===== src/rtl/regfile_pkg.sv =====
// Shared types and helpers for the register file writeback path.
// Holds the merge mode enum, lane constants and the lane expansion function.
package regfile_pkg;

  typedef enum logic [1:0] {
    WB_FULL = 2'd0,
    WB_LWL  = 2'd1,
    WB_LWR  = 2'd2,
    WB_NONE = 2'd3
  } wb_mode_e;

  localparam int LANES = 4;
  localparam logic [LANES-1:0] IDLE_BEN = 4'hF;

  // Widest supported register; callers zero-extend and truncate.
  localparam int MAX_DW = 64;

  typedef struct packed {
    logic [LANES-1:0]  mask;
    logic [MAX_DW-1:0] data;
  } lane_exp_t;

  // mask bit set = write that lane; lw is the lane width in bits
  function automatic lane_exp_t lane_expand(
    input wb_mode_e          mode,
    input logic [1:0]        off,
    input logic [MAX_DW-1:0] data,
    input int                lw
  );
    lane_exp_t r;
    r.mask = '0;
    r.data = '0;
    case (mode)
      WB_FULL: begin
        r.mask = 4'hF;
        r.data = data;
      end
      WB_LWL: begin
        r.mask = 4'hF << (2'd3 - off);
        r.data = data << ((2'd3 - off) * lw);
      end
      WB_LWR: begin
        r.mask = 4'hF >> off;
        r.data = data >> (off * lw);
      end
      default: begin
        r.mask = '0;
        r.data = '0;
      end
    endcase
    return r;
  endfunction

endpackage


===== src/rtl/regfile_wb_writer_wb_fwd_lookup.sv =====
// Per-lane newest-match search over pending writeback entries.
// Ports: addr lookup, age-ordered entries (index 0 oldest), mask/data result.
module wb_fwd_lookup
  import regfile_pkg::*;
#(
  parameter int DATA_WIDTH = 32,
  parameter int ADDR_WIDTH = 5,
  parameter int DEPTH      = 2
) (
  input  logic [ADDR_WIDTH-1:0]                addr,
  input  logic [DEPTH-1:0]                     vld,
  input  logic [DEPTH-1:0][ADDR_WIDTH-1:0]     e_addr,
  input  logic [DEPTH-1:0][DATA_WIDTH-1:0]     e_data,
  input  logic [DEPTH-1:0][LANES-1:0]          e_mask,
  output logic [LANES-1:0]                     mask,
  output logic [DATA_WIDTH-1:0]                data
);

  localparam int LW = DATA_WIDTH / LANES;

  // Later (newer) entries overwrite earlier hits lane by lane.
  always_comb begin
    mask = '0;
    data = '0;
    for (int i = 0; i < DEPTH; i++) begin
      if (vld[i] && addr != '0 && e_addr[i] == addr) begin
        for (int l = 0; l < LANES; l++) begin
          if (e_mask[i][l]) begin
            mask[l] = 1'b1;
            data[l*LW +: LW] = e_data[i][l*LW +: LW];
          end
        end
      end
    end
  end

endmodule


===== src/rtl/regfile_wb_writer.sv =====
// Writeback initiator: buffers merge requests and drives the regfile write port.
// Ports: req_* handshake, wb_stall, Rd_* write port, rs/rt forwarding lookups.
module regfile_wb_writer
  import regfile_pkg::*;
#(
  parameter int DATA_WIDTH = 32,
  parameter int ADDR_WIDTH = 5,
  parameter int DEPTH      = 2
) (
  input  logic                  clk,
  input  logic                  rst,
  input  logic                  req_valid,
  output logic                  req_ready,
  input  logic [ADDR_WIDTH-1:0] req_addr,
  input  logic [DATA_WIDTH-1:0] req_data,
  input  logic [1:0]            req_mode,
  input  logic [1:0]            req_off,
  input  logic                  wb_stall,
  output logic [ADDR_WIDTH-1:0] Rd_addr,
  output logic [DATA_WIDTH-1:0] Rd_in,
  output logic [3:0]            Rd_Byte_w_en,
  input  logic [ADDR_WIDTH-1:0] rs_addr,
  input  logic [ADDR_WIDTH-1:0] rt_addr,
  output logic [3:0]            rs_fwd_mask,
  output logic [3:0]            rt_fwd_mask,
  output logic [DATA_WIDTH-1:0] rs_fwd_data,
  output logic [DATA_WIDTH-1:0] rt_fwd_data
);

  localparam int LW = DATA_WIDTH / LANES;
  localparam int PW = (DEPTH > 1) ? $clog2(DEPTH) : 1;
  localparam int CW = $clog2(DEPTH + 1);

  logic [DEPTH-1:0][ADDR_WIDTH-1:0] ent_addr;
  logic [DEPTH-1:0][DATA_WIDTH-1:0] ent_data;
  logic [DEPTH-1:0][LANES-1:0]      ent_mask;
  logic [PW-1:0]                    rd_ptr;
  logic [PW-1:0]                    wr_ptr;
  logic [CW-1:0]                    count;

  wb_mode_e  mode;
  lane_exp_t ex;
  logic      push;
  logic      pop;
  logic      unused_ok;

  function automatic logic [PW-1:0] nxt(input logic [PW-1:0] p);
    return (p == PW'(DEPTH - 1)) ? '0 : p + 1'b1;
  endfunction

  assign mode      = wb_mode_e'(req_mode);
  assign ex        = lane_expand(mode, req_off, MAX_DW'(req_data), LW);
  assign unused_ok = ^ex.data;
  assign req_ready = count < CW'(DEPTH);

  // Address 0 and NONE complete the handshake but take no slot.
  assign push = req_valid && req_ready &&
                req_addr != '0 && mode != WB_NONE;
  assign pop  = count != '0 && !wb_stall;

  always_ff @(posedge clk) begin
    if (rst) begin
      rd_ptr <= '0;
      wr_ptr <= '0;
      count  <= '0;
    end else begin
      if (push) begin
        ent_addr[wr_ptr] <= req_addr;
        ent_data[wr_ptr] <= ex.data[DATA_WIDTH-1:0];
        ent_mask[wr_ptr] <= ex.mask;
        wr_ptr           <= nxt(wr_ptr);
      end
      if (pop) rd_ptr <= nxt(rd_ptr);
      count <= count + CW'(push) - CW'(pop);
    end
  end

  always_comb begin
    Rd_addr      = '0;
    Rd_in        = '0;
    Rd_Byte_w_en = IDLE_BEN;
    if (pop) begin
      Rd_addr      = ent_addr[rd_ptr];
      Rd_in        = ent_data[rd_ptr];
      Rd_Byte_w_en = ~ent_mask[rd_ptr];
    end
  end

  // Re-index storage oldest-first so the lookup can prefer higher indices.
  logic [DEPTH-1:0]                 o_vld;
  logic [DEPTH-1:0][ADDR_WIDTH-1:0] o_addr;
  logic [DEPTH-1:0][DATA_WIDTH-1:0] o_data;
  logic [DEPTH-1:0][LANES-1:0]      o_mask;
  int                               s;
  logic [PW-1:0]                    idx;

  always_comb begin
    o_vld  = '0;
    o_addr = '0;
    o_data = '0;
    o_mask = '0;
    s      = 0;
    idx    = '0;
    for (int i = 0; i < DEPTH; i++) begin
      s = int'(rd_ptr) + i;
      if (s >= DEPTH) s = s - DEPTH;
      idx       = PW'(s);
      o_vld[i]  = i < int'(count);
      o_addr[i] = ent_addr[idx];
      o_data[i] = ent_data[idx];
      o_mask[i] = ent_mask[idx];
    end
  end

  wb_fwd_lookup #(
    .DATA_WIDTH(DATA_WIDTH),
    .ADDR_WIDTH(ADDR_WIDTH),
    .DEPTH(DEPTH)
  ) u_rs (
    .addr(rs_addr),
    .vld(o_vld),
    .e_addr(o_addr),
    .e_data(o_data),
    .e_mask(o_mask),
    .mask(rs_fwd_mask),
    .data(rs_fwd_data)
  );

  wb_fwd_lookup #(
    .DATA_WIDTH(DATA_WIDTH),
    .ADDR_WIDTH(ADDR_WIDTH),
    .DEPTH(DEPTH)
  ) u_rt (
    .addr(rt_addr),
    .vld(o_vld),
    .e_addr(o_addr),
    .e_data(o_data),
    .e_mask(o_mask),
    .mask(rt_fwd_mask),
    .data(rt_fwd_data)
  );

endmodule


===== config.mk =====
export PLATFORM = sky130hd
export DESIGN_NAME = regfile_wb_writer
export DESIGN_NICKNAME = d
export VERILOG_FILES = /design/src/rtl/regfile_pkg.sv /design/src/rtl/regfile_wb_writer_wb_fwd_lookup.sv /design/src/rtl/regfile_wb_writer.sv
export SDC_FILE = /design/constraint.sdc
export NUM_CORES = 1
export LEC_CHECK = 0
export ABC_AREA = 1
export BUFFER_PORTS_ARGS = -buffer_cell sky130_fd_sc_hd__buf_2
export CAP_MARGIN = 5
export CORE_MARGIN = 1
export CORE_UTILIZATION = 40
export DETAILED_ROUTE_END_ITERATION = 16
export PLACE_DENSITY_LB_ADDON = 0.2
export SETUP_SLACK_MARGIN = 0.5
export SYNTH_ARGS = -nofsm -noshare
export SYNTH_HDL_FRONTEND = slang
export SYNTH_HIERARCHICAL = 1
export SYNTH_SLANG_ARGS = --single-unit

===== constraint.sdc =====
create_clock -name clk -period 4.15 [get_ports clk]
set_clock_uncertainty 0.1 [all_clocks]
set_input_delay 1.0375 -clock clk [delete_from_list [all_inputs] [get_ports clk]]
set_output_delay 1.0375 -clock clk [all_outputs]
set_load 0.005 [all_outputs]

==> qor.csv <==
stage;metric;value;unit
floorplanning;io pins;169;
synth;sequential-to-total area share from yosys stat;0.291;
place;dpl cells;1799;
power;Power per Cell Area;398;mW/mm^2
worst_setup_path;crit-path cells;o21ai_0 -> inv_1 -> a21boi_1 -> nand2_2 -> nor2_4 -> nand3_1 -> nand2_1 -> nand2_1 -> inv_1 -> buf_2;
worst_setup_path;Setup crit end kind;output port;
timing;fmax;281;MHz
job;max_cap viols;0;
global_route;first-pass GRT wire length;40500;um
clock_tree;TritonCTS Buffers;9;
timing;Final Max Slew Viols;0;
worst_setup_path;Slowest cell on crit path;dfxtp_4;
clock_tree;clock transition at the registers of the reported paths;60;ps
detailed_routing;post-route ant nets;0;
cells_and_area;share of cells above drive strength 1;0.186;
clock_tree;CTS tree;done;
floorplanning;die footprint;0.0225;mm^2
synth;top cells by count, synth;nand2_1 (464), inv_1 (318), nand3_1 (136);
synth;Syn Nets;1476;
detailed_routing;DRC errors left;0;
floorplanning;Starting Density;0.412;
floorplanning;core area;0.0212;mm^2
synth;Cell variety after synth;29;
global_route;vias in the first global route;7366;
synth;EDFF count, synth;82;
global_route;GRT Overall Usage;0.232;
synth;synthesized cell area;0.00875;mm^2
detailed_routing;detailed-route wire length per cell;14.8;um
synth;Synth top area share;0.282;
timing;slew at the pin closest to its max-slew limit;629;ps
detailed_routing;DRT iter0 DRCs;790;
place;IO Port Bufs;168;
floorplanning;die span in x;150;um
synth;synth top area cells;edfxtp_1 (28%), nand2_1 (20%), inv_1 (14%), nand3_1 (7.8%), nand4_1 (5.7%);
worst_setup_path;Reg2Reg Capture Point;count[1];
worst_setup_path;Critical Path RT;3010;ps
synth;Synth Instances;1419;
clock_tree;CTS max path bufs;2;
clock_tree;htree depth;3;
hold_path;Hold Crit Class;reg -> reg;
floorplanning;Die Ht;150;um
synth;yosys warns;6;
worst_setup_path;Worst Path Max Fanout;20;
timing;Tmin final;3560;ps
detailed_routing;wirelength, routed;27200;um
synth;Yosys reg bits;86;
worst_setup_path;FF-to-FF path depth;11;
hold_path;Hold Crit Start;wr_ptr;
synth;post-synthesis area per instance;6.16;um^2
floorplanning;row count;53;
place;hpwl dp;19700;um
status;outcome;finished clean;
worst_setup_path;RR Startpoint;count[1];
global_route;total gr overflow;0;
worst_setup_path;Crit Path Category;reg -> out;
worst_setup_path;type of origin of the critical path;register;
timing;relative max-transition margin;0.580;
timing;final hold violation count;0;
timing;unrepaired setup endpoints after global routing;true;
cells_and_area;area grow syn2layout;15.7;%
worst_setup_path;CP Buf/Inv Count;3;
timing;final setup fails;0;
global_route;largest net degree at the start of global routing;86;
synth;most common cell in the netlist;nand2_1;
worst_setup_path;Slowest Stage Delay on Critical Path;410;ps
power;Lkg Pwr;6.14;nW
clock_tree;clk sinks;86;
place;Final GP Congestion;0.882;
worst_setup_path;R2R Setup Slk;1970;ps
hold_path;Worst Hold End;wr_ptr;
cells_and_area;Antenna Cells;0;
global_route;initial antenna violation count;0;
detailed_routing;vias per cell;4.95;
timing;post-route setup TNS;0;ps
synth;dominant synthesized flop cell;edfxtp_1;
timing;Tcrit/Tclk final;0.857;
synth;area leader, netlist;edfxtp_1;
clock_tree;Worst-Skew Late Latency;330;ps
detailed_routing;via count;9090;
synth;ys async rst share;0;
clock_tree;Root Buffer;clkbuf_16;
cells_and_area;Cell Count, Final, Fillers Out;1838;
cells_and_area;nets@finish;1615;
worst_setup_path;Worst path top cell family by delay;simple AND/OR/NAND/NOR gates;
worst_setup_path;Worst EP arrival;2420;ps
hold_path;WHS Path Cells;3;
power;Peak supply drop;0.256;mV
detailed_routing;Pre-Repair DR Iteration Count;7;
-- registers in the layout (all words and copies together) (netlist names) --
name and flops:
ent_data 64, rd_ptr 1, ent_mask 8, count 2, ent_addr 10, wr_ptr 1
-- cell families (layout without fill, tap and decap cells) --
kind of cell	count (synthesis)	count (layout)	synth area share
XOR/XNOR	1	1	0.00100
flip-flops	86	86	0.291
adder cells (fa/ha/maj)	2	2	0.00286
AO/OA/AOI/OAI	124	124	0.0732
AND/OR/NAND/NOR	783	788	0.417
buffers and inverters	423	562	0.215
-- layout by cell type (no fill, tap or decap), types with 18 or more instances in the layout --
cell | synthesis | routed
buf_4 | 13 | 25
a21oi_1 | 18 | 18
nor2_1 | 67 | 66
nand2_1 | 464 | 464
edfxtp_1 | 82 | 82
inv_2 | 21 | 21
buf_2 | 26 | 168
nand4_1 | 79 | 79
o21ai_0 | 92 | 78
nand3_1 | 136 | 136
inv_1 | 318 | 318
-- metrics by stage --
step | setup slack (ps) | instance area [um^2] | hold WS [ps] | total power [W] | utilization
4_1_cts | 513 | 9890 | 464 | 0.00387 | 0.466
5_1_grt | 483 | 10100 | 499 | 0.00432 | 0.477
2_1_floorplan | 553 | 8750 | 417 | 0.00256 | -
6_report | 592 | 10100 | 459 | 0.00402 | 0.477
3_5_place_dp | 468 | 9520 | 452 | 0.00304 | 0.449
3_3_place_gp | 479 | 9520 | 440 | 0.00302 | 0.449
-- report_power, final --
| group | total, W | internal [W] | switching, W |
|---|---|---|---|
| Clock | 0.000778 | 0.000466 | 0.000312 |
| Sequential | 0.00109 | 0.00104 | 0.0000490 |
| Combinational | 0.00215 | 0.000655 | 0.00150 |
| Total | 0.00402 | 0.00217 | 0.00186 |
-- cell type report --
class	count	area, um^2
Clock inverter	7	75.1
Tap cell	275	344
Clock buffer	9	225
Sequential cell	86	2550
Inverter	340	1280
Multi-Input combinational cell	915	4400
Timing Repair Buffer	206	1260
Fill cell	2250	11100
-- tightest hold or removal path: cells and delay by family, from the launching register on --
family | cells | cell delay (ps)
AND/OR/NAND/NOR | 3 | 180
flip-flops | 1 | 330
-- worst max-delay path by stage --
stage / startpoint / to / slack (ps) / depth (start not counted)
detailed placement: rs_addr[3] / rs_fwd_data[20] / 470 / 11
floorplan: req_valid / ent_addr[5] / 550 / 4
global route: rd_ptr / rs_fwd_data[30] / 480 / 11
CTS: rd_ptr / rt_fwd_data[5] / 510 / 13
global placement: rs_addr[3] / rs_fwd_data[20] / 480 / 11
finish: rd_ptr / rt_fwd_data[6] / 590 / 10
-- per-layer routing --
metal	vias to the layer above	global-route usage	wire length [um]	share of wire
met1	3992	0.360	12800	0.47
met5	-	0	0	0
li1	4667	-	-	-
met2	409	0.341	11700	0.43
met3	22	0.0232	2230	0.082
met4	0	0.0510	364	0.013
-- timing repair --
action                     4_1_cts  5_1_grt
cloned                           2        3
pin swaps                        2        9
buffers inserted                 3       15
resized for setup                6        7
hold buffers                     0        0
setup endpoints to repair       76       72
Power figures use the tool's default switching activity.
